--- src/rtl/ps2_rx.sv ---
// PS/2 host receiver: input synchroniser + glitch filter, 11-bit frame FSM, show-ahead byte FIFO.
// Define PS2_RX_PARITY_CHECK_EN to drop bytes with a bad parity bit and pulse parity_err.
module ps2_rx #(
    parameter int FIFO_BITS = 3,
    parameter int FILTER    = 4,
    parameter int TIMEOUT   = 16384
) (
    input  logic                 clk_sys,
    input  logic                 reset,
    input  logic                 ps2_clk,
    input  logic                 ps2_data,
    output logic [7:0]           rx_data,
    output logic                 rx_valid,
    input  logic                 rx_read,
    output logic [FIFO_BITS:0]   fifo_level,
    output logic                 parity_err,
    output logic                 frame_err,
    output logic                 overflow
);
    localparam int DEPTH = 1 << FIFO_BITS;
    localparam int LW    = FIFO_BITS + 1;
    localparam int FW    = $clog2(FILTER + 1);
    localparam int TW    = $clog2(TIMEOUT + 1);

    typedef enum logic [1:0] {S_IDLE, S_DATA, S_PARITY, S_STOP} state_t;

    logic clk_meta_q, clk_sync_q, data_meta_q, data_sync_q;
    logic fclk_q, fclk_d, fclk_prev_q;
    logic [FW-1:0] filt_cnt_q, filt_cnt_d;
    logic fall;

    state_t state_q, state_d;
    logic [2:0] bit_cnt_q, bit_cnt_d;
    logic [7:0] shreg_q, shreg_d;
    logic par_q, par_d;
    logic [TW-1:0] tmo_q, tmo_d;
    logic frame_err_q, frame_err_d;
    logic byte_done;
`ifdef PS2_RX_PARITY_CHECK_EN
    logic par_ok_q, par_ok_d;
    logic parity_err_q, parity_err_d;
`endif

    logic [7:0] mem_q [DEPTH];
    logic [FIFO_BITS-1:0] wr_ptr_q, wr_ptr_d, rd_ptr_q, rd_ptr_d;
    logic [LW-1:0] level_q, level_d;
    logic overflow_q, overflow_d;
    logic pop, push, full;

    // NOTE: sequential blocks use non-blocking assignments so every flop samples pre-edge values.
    always_ff @(posedge clk_sys) begin
        if (reset) begin
            clk_meta_q  <= 1'b1;
            clk_sync_q  <= 1'b1;
            data_meta_q <= 1'b1;
            data_sync_q <= 1'b1;
            fclk_q      <= 1'b1;
            fclk_prev_q <= 1'b1;
            filt_cnt_q  <= '0;
        end else begin
            clk_meta_q  <= ps2_clk;
            clk_sync_q  <= clk_meta_q;
            data_meta_q <= ps2_data;
            data_sync_q <= data_meta_q;
            fclk_q      <= fclk_d;
            fclk_prev_q <= fclk_q;
            filt_cnt_q  <= filt_cnt_d;
        end
    end

    // NOTE: every always_comb output gets a default first so no latches are inferred.
    always_comb begin
        fclk_d     = fclk_q;
        filt_cnt_d = '0;
        if (clk_sync_q != fclk_q) begin
            if (filt_cnt_q == FW'(FILTER - 1)) fclk_d = clk_sync_q;
            else filt_cnt_d = filt_cnt_q + FW'(1);
        end
    end

    assign fall = fclk_prev_q & ~fclk_q;

    always_comb begin
        state_d     = state_q;
        bit_cnt_d   = bit_cnt_q;
        shreg_d     = shreg_q;
        par_d       = par_q;
        tmo_d       = '0;
        frame_err_d = 1'b0;
        byte_done   = 1'b0;
`ifdef PS2_RX_PARITY_CHECK_EN
        par_ok_d     = par_ok_q;
        parity_err_d = 1'b0;
`endif
        if (fall) begin
            case (state_q)
                S_IDLE: begin
                    if (!data_sync_q) begin
                        state_d   = S_DATA;
                        bit_cnt_d = '0;
                        par_d     = 1'b1;
                    end else begin
                        frame_err_d = 1'b1;
                    end
                end
                S_DATA: begin
                    shreg_d   = {data_sync_q, shreg_q[7:1]};
                    par_d     = par_q ^ data_sync_q;
                    bit_cnt_d = bit_cnt_q + 3'd1;
                    if (bit_cnt_q == 3'd7) state_d = S_PARITY;
                end
                S_PARITY: begin
`ifdef PS2_RX_PARITY_CHECK_EN
                    par_ok_d = (data_sync_q == par_q);
`endif
                    state_d = S_STOP;
                end
                S_STOP: begin
                    state_d = S_IDLE;
                    if (!data_sync_q) frame_err_d = 1'b1;
`ifdef PS2_RX_PARITY_CHECK_EN
                    else if (!par_ok_q) parity_err_d = 1'b1;
`endif
                    else byte_done = 1'b1;
                end
                default: state_d = S_IDLE;
            endcase
        end else if (state_q != S_IDLE) begin
            // A stalled device leaves a partial frame behind; abandon it.
            if (tmo_q == TW'(TIMEOUT - 1)) begin
                state_d     = S_IDLE;
                frame_err_d = 1'b1;
            end else begin
                tmo_d = tmo_q + TW'(1);
            end
        end
    end

    always_ff @(posedge clk_sys) begin
        if (reset) begin
            state_q     <= S_IDLE;
            bit_cnt_q   <= '0;
            shreg_q     <= '0;
            par_q       <= 1'b1;
            tmo_q       <= '0;
            frame_err_q <= 1'b0;
        end else begin
            state_q     <= state_d;
            bit_cnt_q   <= bit_cnt_d;
            shreg_q     <= shreg_d;
            par_q       <= par_d;
            tmo_q       <= tmo_d;
            frame_err_q <= frame_err_d;
        end
    end

`ifdef PS2_RX_PARITY_CHECK_EN
    always_ff @(posedge clk_sys) begin
        if (reset) begin
            par_ok_q     <= 1'b0;
            parity_err_q <= 1'b0;
        end else begin
            par_ok_q     <= par_ok_d;
            parity_err_q <= parity_err_d;
        end
    end
    assign parity_err = parity_err_q;
`else
    assign parity_err = 1'b0;
`endif

    // A full FIFO still accepts a byte when the head is popped in the same cycle.
    always_comb begin
        pop        = rx_valid & rx_read;
        full       = (level_q == LW'(DEPTH));
        push       = byte_done & (~full | pop);
        overflow_d = byte_done & full & ~pop;
        wr_ptr_d   = push ? wr_ptr_q + FIFO_BITS'(1) : wr_ptr_q;
        rd_ptr_d   = pop  ? rd_ptr_q + FIFO_BITS'(1) : rd_ptr_q;
        level_d    = level_q;
        if (push && !pop) level_d = level_q + LW'(1);
        else if (pop && !push) level_d = level_q - LW'(1);
    end

    always_ff @(posedge clk_sys) begin
        if (reset) begin
            wr_ptr_q   <= '0;
            rd_ptr_q   <= '0;
            level_q    <= '0;
            overflow_q <= 1'b0;
        end else begin
            wr_ptr_q   <= wr_ptr_d;
            rd_ptr_q   <= rd_ptr_d;
            level_q    <= level_d;
            overflow_q <= overflow_d;
        end
    end

    // NOTE: FIFO storage is not reset; rx_valid gates it so stale contents are never visible.
    always_ff @(posedge clk_sys) begin
        if (push) mem_q[wr_ptr_q] <= shreg_q;
    end

    assign rx_valid   = (level_q != '0);
    assign rx_data    = rx_valid ? mem_q[rd_ptr_q] : 8'h00;
    assign fifo_level = level_q;
    assign frame_err  = frame_err_q;
    assign overflow   = overflow_q;

endmodule
--- config.mk ---
export PLATFORM = sky130hd
export DESIGN_NAME = ps2_rx
export DESIGN_NICKNAME = d
export VERILOG_FILES = /design/src/rtl/ps2_rx.sv
export SDC_FILE = /design/constraint.sdc
export NUM_CORES = 1
export LEC_CHECK = 0
export ABC_CLOCK_PERIOD_IN_PS = 2800
export CAP_MARGIN = 20
export CORE_MARGIN = 2
export CORE_UTILIZATION = 62
export DETAILED_ROUTE_END_ITERATION = 8
export DONT_BUFFER_PORTS = 1
export PLACE_DENSITY = 0.78
export SYNTH_ARGS = -nofsm -noshare
export SYNTH_HDL_FRONTEND = slang
export SYNTH_SLANG_ARGS = --single-unit
--- constraint.sdc ---
create_clock -name clk_sys -period 2.8 [get_ports clk_sys]
set_input_delay 0.14 -clock clk_sys [delete_from_list [all_inputs] [get_ports clk_sys]]
set_output_delay 0.14 -clock clk_sys [all_outputs]
set_load 0.01 [all_outputs]
==> results of run 1 <==
metal layers:
metal,GRT usage,routed length [um],up-vias,share of wire
met5,0,0,-,0
met4,0.09848,139,0,0.016
met3,0.06574,394,14,0.045
met2,0.4056,4601,72,0.53
met1,0.2852,3530,1363,0.41
li1,-,-,1345,-
timing repair:
item | CTS | global route
setup endpoints to repair | 0 | 1
resized for setup | 0 | 5
hold buffers | 6 | 0
hold endpoints to repair | 40 | 0
sequential cells by signal (all words and copies together) (netlist names), 2 cells and up, named ones only:
name        cells
tmo_q          15
bit_cnt_q       3
fifo_level      4
filt_cnt_q      3
state_q         2
wr_ptr_q        3
rd_ptr_q        3
mem_q          64
shreg_q         8
cells by family after synthesis:
logic type / Yosys count
mux: 31
buf+inv: 26
simple gates: 128
flops: 116
compound gates: 25
other cells: 1
xor+xnor: 18
fa+ha+maj: 15
cell usage in the layout (no fill, tap or decap), types with 2 or more instances in the layout:
cell / count
ha_1: 14
dfxtp_2: 3
clkinv_2: 2
clkinvlp_4: 5
mux4_2: 16
clkinv_4: 3
xnor2_1: 9
nand3_1: 16
and4_1: 2
nand4_1: 2
nor4_4: 2
inv_1: 10
nor2_1: 49
xor2_1: 9
inv_6: 3
dfxtp_1: 49
nand2b_1: 6
edfxtp_1: 64
inv_2: 2
nand3b_1: 2
or2_2: 5
and2_1: 2
nand2_1: 19
a21oi_1: 15
nor2b_1: 5
nor3_1: 8
buf_4: 11
dlygate4sd3_1: 5
mux2i_1: 14
a2bb2oi_1: 2
clkbuf_16: 16
through the flow:
step,utilization,power [mW],hold slack (ns),instance area (um2)
2_1_floorplan,-,2.623,0.2438,4762
3_3_place_gp,0.6677,2.745,0.2142,4895
3_5_place_dp,0.6677,2.760,0.2162,4895
4_1_cts,0.7520,4.732,0.2504,5513
5_1_grt,0.7534,4.917,0.2572,5523
6_report,0.7534,4.716,0.2602,5523
critical path, stage by stage (launching register included):
cell      delay [ns]
dfxtp_2         0.36
ha_1            0.19
nand4b_1        0.12
nand2b_2        0.25
inv_2           0.15
ha_1            0.19
inv_1           0.09
ha_1            0.34
a21oi_2         0.17
a211oi_1        0.08
a31oi_1         0.16
mux2_2          0.34
where the power goes:
| group | switching (mW) | total (mW) | internal (mW) |
|---|---|---|---|
| sequential | 0.105 | 1.94 | 1.84 |
| clock | 0.774 | 1.95 | 1.18 |
| combinational | 0.432 | 0.819 | 0.387 |
| total | 1.31 | 4.72 | 3.41 |
layout make-up:
class | instances | area [um2] | share of cell area
repair buffers | 17 | 152.6 | 0.02764
clock buffers | 18 | 417.9 | 0.07567
multi-input cells | 218 | 1687 | 0.3054
flip-flops and latches | 116 | 2967 | 0.5372
inverters | 12 | 45.04 | 0.008156
clock inverters | 14 | 130.1 | 0.02356
well taps | 99 | 123.9 | 0.02243
final timing paths:
path                         to  depth (start not counted)         from
setup / recovery  fifo_level[3]                         11   state_q[0]
hold reg to reg     data_sync_q                          1  data_meta_q
setup reg to reg  fifo_level[3]                         11   state_q[0]
hold / removal      data_meta_q                          2     ps2_data
==> out/qor.csv, run 1 <==
metric,value,unit
status,"complete, no violations",
worst_setup_path_start_kind,flop,
p_per_area,853.9,mW/mm2
fin_crit_sh,0.9154,
synth_edf_count,64,
end_kind,flop,
dp_slack,0.1727,ns
crit_fanout,6,
grt_pass1_vias,2928,
grt_max_degree,36,
post_drt_wl_per_cell,17.54,um
drive_gt1_frac,0.2000,
overflow,0,
dp_hpwl,5179,um
drv_cap,0,
clockBufferDepth,2,
setup_viol,0,
synth_ff_type,edfxtp_1,
num_antenna_cells,0,
syn_area,0.004762,mm2
cts.sinks,116,
p_leak,1.920,nW
netlist_instances,360,
gp_congestion,0.7674,
ys_types,47,
port_buffers,0,
start_util,0.6496,
die_h,91.64,um
hold_violations,0,
synth_compound_area_frac,0.03205,
wirelength,8664,um
cts_buffers,17,
nNetsFinal,402,
critPathKind,reg -> reg,
dr_total_vias,2794,
drcViolationCount,0,
viasPerCell,5.656,
async_reset_ff_frac,0,
max_freq,0.3902,GHz
hold_path_class,in -> reg,
final_cells,494,
ys_ff_latch,116,
yosysSeqAreaShare,0.6222,
die_area,0.008398,mm2
synth.avg_cell_area,13.23,um2
nFillCells,444,
synth_xor_area_frac,0.03311,
core_area,0.007331,mm2
cts-root-buf,clkbuf_8,
synthMuxAreaShare,0.1075,
yosysMostFrequentCell,edfxtp_1,
cts_max_level,4,
critPathRequiredTime,3.20,ns
skew,0.006893,ns
cts_tree,built,
drt_pre_antenna_iters,4,
synth_top_area_cell,edfxtp_1,
maxSlewViolCount,0,
clock_latency,0.51,ns
ios,21,
syn-num-nets,380,
yosys-top-cells-area,"edfxtp_1 40%, dfxtp_1 22%, mux4_2 7.6%",
cts_setup_buffers,0,
clkTransAtPathRegs,0.06,ns
grtUsageTotal,0.2378,
period_needed,2.563,ns
slew-limit-headroom,0.5014,
antenna_left,0,
synth_top_area_frac,0.4036,
r2r_slack,0.24,ns
grt_pass1_wl,14750,um
yosys_warnings,0,
rsz0062_at_grt,no,
layout_setup_ws,0.2370,ns
die_w,91.64,um
synthAdderAreaFrac,0.04099,
synth_common_cells,"64 x edfxtp_1, 52 x dfxtp_1, 49 x nor2_1, 19 x nand2_1",
antenna_found_initial,0,
worst_pin_slew,0.7469,ns
synthSimpleGateAreaFrac,0.1385,
tns,0,ns
synth_top_family_by_area,simple AND/OR/NAND/NOR gates,
dp.cells,456,
vdd_ir_drop_max,0.0007608,V
area_growth,15.97,%
first_iter_violations,162,
placement_rows,31,
crit_arrival,2.96,ns
Note: power is estimated with default switching activity, not from simulation.
==> run 2, diff against run 1 <==
Settings changed: ABC_CLOCK_PERIOD_IN_PS 2800 to 2700.
Clock period 2.8 ns to 2.7 ns, I/O delays scaled along.
==> out/qor.csv, run 2 (synthesized netlist as in run 1, its figures left out) <==
metric,value,unit,change
status,"complete, no violations",,unchanged
cts_max_level,4,,unchanged
die_w,91.64,um,unchanged
grt_pass1_vias,2772,,was 2928
end_kind,flop,,unchanged
clockBufferDepth,2,,unchanged
worst_setup_path_start_kind,flop,,unchanged
num_antenna_cells,0,,unchanged
cts-root-buf,clkbuf_8,,unchanged
pwr-share-comb,0.181,,was 0.174
period_needed,2.484,ns,was 2.563 ns
cts.sinks,116,,unchanged
crit_arrival,2.88,ns,was 2.96 ns
critPathRequiredTime,3.09,ns,was 3.20 ns
reg.largest.list,"mem_q (64), tmo_q (15), shreg_q (8)",,unchanged
layout_common_cells,"64 x edfxtp_1, 49 x nor2_1, 49 x dfxtp_1, 19 x nand2_1",,unchanged
die_h,91.64,um,unchanged
hold_violations,0,,unchanged
cts_tree,built,,unchanged
worst_pin_slew,0.7592,ns,was 0.7469 ns
antenna_left,0,,unchanged
drv_cap,0,,unchanged
placement_rows,31,,unchanged
wirelength,8545,um,was 8664 um
port_buffers,0,,unchanged
crit_fanout,6,,unchanged
die_area,0.008398,mm2,unchanged
cts_buffers,17,,unchanged
rsz0062_at_grt,no,,unchanged
maxSlewViolCount,0,,unchanged
intPower,3.646,mW,was 3.406 mW
first_iter_violations,148,,was 162
p_sw,1.345,mW,was 1.310 mW
start_util,0.6496,,unchanged
grt_max_degree,36,,unchanged
swShare,0.2694,,was 0.2778
p_per_area,898.9,mW/mm2,was 853.9 mW/mm2
slew-limit-headroom,0.4932,,was 0.5014
area_growth,16.58,%,was 15.97%
post_drt_wl_per_cell,17.19,um,was 17.54 um
antenna_found_initial,0,,unchanged
final_common_cell,edfxtp_1,,unchanged
dr_total_vias,2746,,was 2794
core_area,0.007331,mm2,unchanged
p_clk_frac,0.414,,about the same
hold_path_class,in -> reg,,unchanged
drt_pre_antenna_iters,4,,unchanged
drive_gt1_frac,0.2060,,was 0.2000
clkTransAtPathRegs,0.05,ns,was 0.06 ns
nNetsFinal,405,,was 402
ios,21,,unchanged
gp_congestion,0.7972,,was 0.7674
p_leak,1.956,nW,was 1.920 nW
critPathKind,reg -> reg,,unchanged
clock_latency,0.51,ns,about the same
p_seq_frac,0.405,,was 0.412
regMostFlops,mem_q,,unchanged
utilization,0.7573,,was 0.7534
largest_reg_flops,64,,unchanged
drcViolationCount,0,,unchanged
layout_setup_ws,0.2157,ns,was 0.2370 ns
fin_crit_sh,0.9201,,was 0.9154
dp_hpwl,5449,um,was 5179 um
dp_slack,-0.006438,ns,was 0.1727 ns
grtUsageTotal,0.2222,,was 0.2378
grt_pass1_wl,13780,um,was 14750 um
setup_viol,0,,unchanged
overflow,0,,unchanged
max_freq,0.4025,GHz,was 0.3902 GHz
skew,0.007459,ns,was 0.006893 ns
vdd_ir_drop_max,0.0006594,V,was 0.0007608 V
viasPerCell,5.525,,was 5.656
run 2: cell types whose count changed in the layout (fill, tap and decap cells not counted), sizes merged:
cell	previous run	this run
clkinvlp	5	3
inv	15	14
buf	12	16
dlygate4sd3	5	4
clkinv	5	7
bufinv	1	2
run 2: final timing paths:
path / from / cells past startpoint / slack (ns) / endpoint
max: fifo_level[0] / 11 / 0.22 / fifo_level[3]
min: ps2_data / 2 / 0.26 / data_meta_q
max reg2reg: fifo_level[0] / 11 / 0.22 / fifo_level[3]
min reg2reg: clk_meta_q / 1 / 0.41 / clk_sync_q
run 2: final cells by class:
class                      count  area [um2]
clock buffer                  18       417.9
clock inverter                14       136.4
fill                         435        1779
inverter                      12       47.55
multi-input combinational    218        1692
sequential                   116        2967
tap                           99       123.9
timing repair buffer          20       167.7
run 2: stage by stage:
step	TNS [ns]	power [mW]	instance area (um2)	hold slack [ns]	instances
detailed placement	-0.006438	2.917	4917	0.2113	459
CTS	0	5.003	5515	0.2505	495
finish	0	4.990	5552	0.2576	497
floorplan	0	2.720	4762	0.2388	360
global placement	0	2.880	4917	0.2096	459
global route	0	5.210	5552	0.2522	497
run 2: layer usage:
layer	vias up	track usage	part of all wire
met4	0	0.07576	0.013
met1	1329	0.2676	0.41
met3	10	0.06820	0.044
li1	1349	-	-
met2	58	0.3805	0.53
met5	-	0	0
run 2: timing repair:
item,4_1_cts,5_1_grt
pin swaps,0,2
hold endpoints to repair,40,0
hold buffers,4,0
buffers inserted,0,1
endpoints found under the setup margin,1,1
resized for setup,1,7
run 2: power by group through the flow:
stage,clock [mW],sequential (mW),combinational (mW)
after global routing,2.19,2.04,0.988
after global placement,0,2.06,0.821
final,2.07,2.02,0.902
after CTS,2.10,2.02,0.882
after floorplan,0,2.02,0.702
after detailed placement,0,2.06,0.857
run 2: critical path, stage by stage, from the launching register on:
cell	delay, ns
dfxtp_1	0.38
nor3_1	0.21
nand3_1	0.17
nand2b_4	0.14
inv_4	0.06
ha_1	0.22
inv_2	0.09
ha_1	0.28
a21oi_2	0.19
a211oi_1	0.10
a31oi_1	0.19
mux2_2	0.35
==> run 3, diff against run 2 <==
Settings changed: ABC_CLOCK_PERIOD_IN_PS 2700 to 3200, CORE_UTILIZATION 62 to 65, PLACE_DENSITY 0.78 to 0.81.
Clock period 2.7 ns to 3.2 ns, I/O delays scaled along.
==> out/qor.csv, run 3 (synthesized netlist as in run 1, its figures left out) <==
metric,value,unit,change
crit_slowest_cell,dlygate4sd3_1,,was dfxtp_1
largest_reg_flops,64,,unchanged
area_growth,17.08,%,was 16.58%
hold_violations,0,,unchanged
period_needed,2.814,ns,was 2.484 ns
clkTransAtPathRegs,0.06,ns,was 0.05 ns
die_w,89.60,um,was 91.64 um
reg.largest.list,"mem_q (64), tmo_q (15), shreg_q (8)",,unchanged
critPathKind,reg -> reg,,unchanged
worst_pin_slew,0.7623,ns,was 0.7592 ns
drive_gt1_frac,0.1853,,was 0.2060
setup_viol,0,,unchanged
cp-startpoint,state_q[1],,was fifo_level[0]
port_buffers,0,,unchanged
timing.reg2reg.worst_path_depth,12,,was 11
layout_setup_ws,0.3858,ns,was 0.2157 ns
critPathMaxStageDelay,0.54,ns,was 0.38 ns
maxSlewViolCount,0,,unchanged
dp_slack,0.5580,ns,was -0.006438 ns
overflow,0,,unchanged
r2r-start,state_q[1],,was fifo_level[0]
hp-start,ps2_clk,,was ps2_data
critPathRequiredTime,3.59,ns,was 3.09 ns
viasPerCell,5.765,,was 5.525
clock_latency,0.51,ns,about the same
num_antenna_cells,0,,unchanged
cts-root-buf,clkbuf_8,,unchanged
cts_buffers,17,,unchanged
die_area,0.008027,mm2,was 0.008398 mm2
clockBufferDepth,2,,unchanged
nFillCells,423,,was 435
grtUsageTotal,0.2473,,was 0.2222
fin_crit_sh,0.8794,,was 0.9201
final_common_cell,edfxtp_1,,unchanged
wirelength,8832,um,was 8545 um
drv_cap,0,,unchanged
worstReg2RegEnd,fifo_level[2],,was fifo_level[3]
drt_pre_antenna_iters,5,,was 4
tns,0,ns,unchanged
regMostFlops,mem_q,,unchanged
p_leak,1.951,nW,was 1.956 nW
cts_max_level,4,,unchanged
start_util,0.6636,,was 0.6496
worst_setup_path_start_kind,flop,,unchanged
p_per_area,784.2,mW/mm2,was 898.9 mW/mm2
gp_congestion,0.7723,,was 0.7972
ios,21,,unchanged
dp_hpwl,5080,um,was 5449 um
layout_common_cells,"64 x edfxtp_1, 52 x dfxtp_1, 49 x nor2_1, 19 x nand2_1",,"was 64 x edfxtp_1, 49 x nor2_1, 49 x dfxtp_1, 19 x nand2_1"
placement_rows,31,,unchanged
r2r_slack,0.39,ns,was 0.22 ns
cts.sinks,116,,unchanged
max_freq,0.3553,GHz,was 0.4025 GHz
core_area,0.007176,mm2,was 0.007331 mm2
grt_pass1_wl,13920,um,was 13780 um
hold_path_class,in -> reg,,unchanged
antenna_found_initial,0,,unchanged
hold_end,clk_meta_q,,was data_meta_q
rsz0062_at_grt,no,,unchanged
slew-limit-headroom,0.4911,,was 0.4932
cts_tree,built,,unchanged
path_buf_inv,3,,was 2
status,"complete, no violations",,unchanged
nNetsFinal,401,,was 405
end_kind,flop,,unchanged
path_cells,ha_1 > nand4b_1 > nand2b_1 > inv_2 > ha_1 > inv_1 > fa_1 > xnor2_1 > nor2_1 > a21oi_1 > nor2_1 > dlygate4sd3_1,,was nor3_1 > nand3_1 > nand2b_4 > inv_4 > ha_1 > inv_2 > ha_1 > a21oi_2 > a211oi_1 > a31oi_1 > mux2_2
post_cts_resized,0,,was 1
dr_total_vias,2842,,was 2746
vdd_ir_drop_max,0.0005438,V,was 0.0006594 V
crit_family,buffers and inverters,,was simple AND/OR/NAND/NOR gates
skew,0.009197,ns,was 0.007459 ns
first_iter_violations,229,,was 148
grt_pass1_vias,2771,,was 2772
crit_fanout,6,,unchanged
grt_max_degree,36,,unchanged
cts_hold_buffers,6,,was 4
cts_setup_buffers,0,,unchanged
post_drt_wl_per_cell,17.91,um,was 17.19 um
drcViolationCount,0,,unchanged
holdPathStages,2,,unchanged
hold-worst-slack,0.2890,ns,was 0.2576 ns
die_h,89.60,um,was 91.64 um
antenna_left,0,,unchanged
crit_arrival,3.21,ns,was 2.88 ns
run 3: changes by cell type in the layout (fill, tap and decap cells not counted), sizes merged:
| cell | previous run | this run |
|---|---|---|
| buf | 16 | 11 |
| clkinv | 7 | 3 |
| bufinv | 2 | 4 |
| inv | 14 | 16 |
| dlygate4sd3 | 4 | 5 |
run 3: per-stage QoR:
step	total power [mW]	std cells	utilization	cell area, um2
after floorplan	2.295	360	-	4762
after global placement	2.398	455	0.6811	4887
after detailed placement	2.422	455	0.6811	4887
after CTS	4.406	493	0.7770	5575
after global routing	4.570	493	0.7770	5575
final	4.372	493	0.7770	5575
run 3: how the worst max path moves through the flow:
| stage | slack [ns] | cells past startpoint | to |
|---|---|---|---|
| finish | 0.39 | 12 | fifo_level[2] |
| global route | 0.18 | 12 | fifo_level[2] |
| CTS | 0.40 | 12 | fifo_level[2] |
| detailed placement | 0.56 | 11 | fifo_level[3] |
| global placement | 0.63 | 11 | fifo_level[3] |
| floorplan | 0.65 | 10 | fifo_level[3] |
run 3: worst register-to-register path, cell delays in order (launching register included):
cell,delay [ns]
dfxtp_1,0.41
ha_1,0.20
nand4b_1,0.11
nand2b_1,0.24
inv_2,0.15
ha_1,0.19
inv_1,0.10
fa_1,0.39
xnor2_1,0.15
nor2_1,0.06
a21oi_1,0.12
nor2_1,0.05
dlygate4sd3_1,0.54
run 3: final cells by class:
type                    count  area [um2]  area share
inverters                  12       45.04    0.008079
clock buffers              18       417.9     0.07496
flip-flops and latches    116        2963      0.5314
multi-input cells         218        1680      0.3014
repair buffers             16       145.1     0.02603
well taps                  99       123.9     0.02222
clock inverters            14       200.2     0.03591
run 3: metal layers:
layer / vias up / wire [um] / GRT usage / part of all wire
met4: 0 / 122 / 0.1140 / 0.014
met5: - / 0 / 0 / 0
met1: 1398 / 3574 / 0.2815 / 0.40
met3: 10 / 449 / 0.08318 / 0.051
met2: 82 / 4686 / 0.4218 / 0.53
li1: 1352 / - / - / -
run 3: where the power goes:
| group | total [mW] | switching, mW | internal, mW | leakage (nW) |
|---|---|---|---|---|
| Sequential | 1.70 | 0.0924 | 1.61 | 1.01 |
| Combinational | 0.712 | 0.378 | 0.334 | 0.645 |
| Clock | 1.96 | 0.689 | 1.27 | 0.293 |
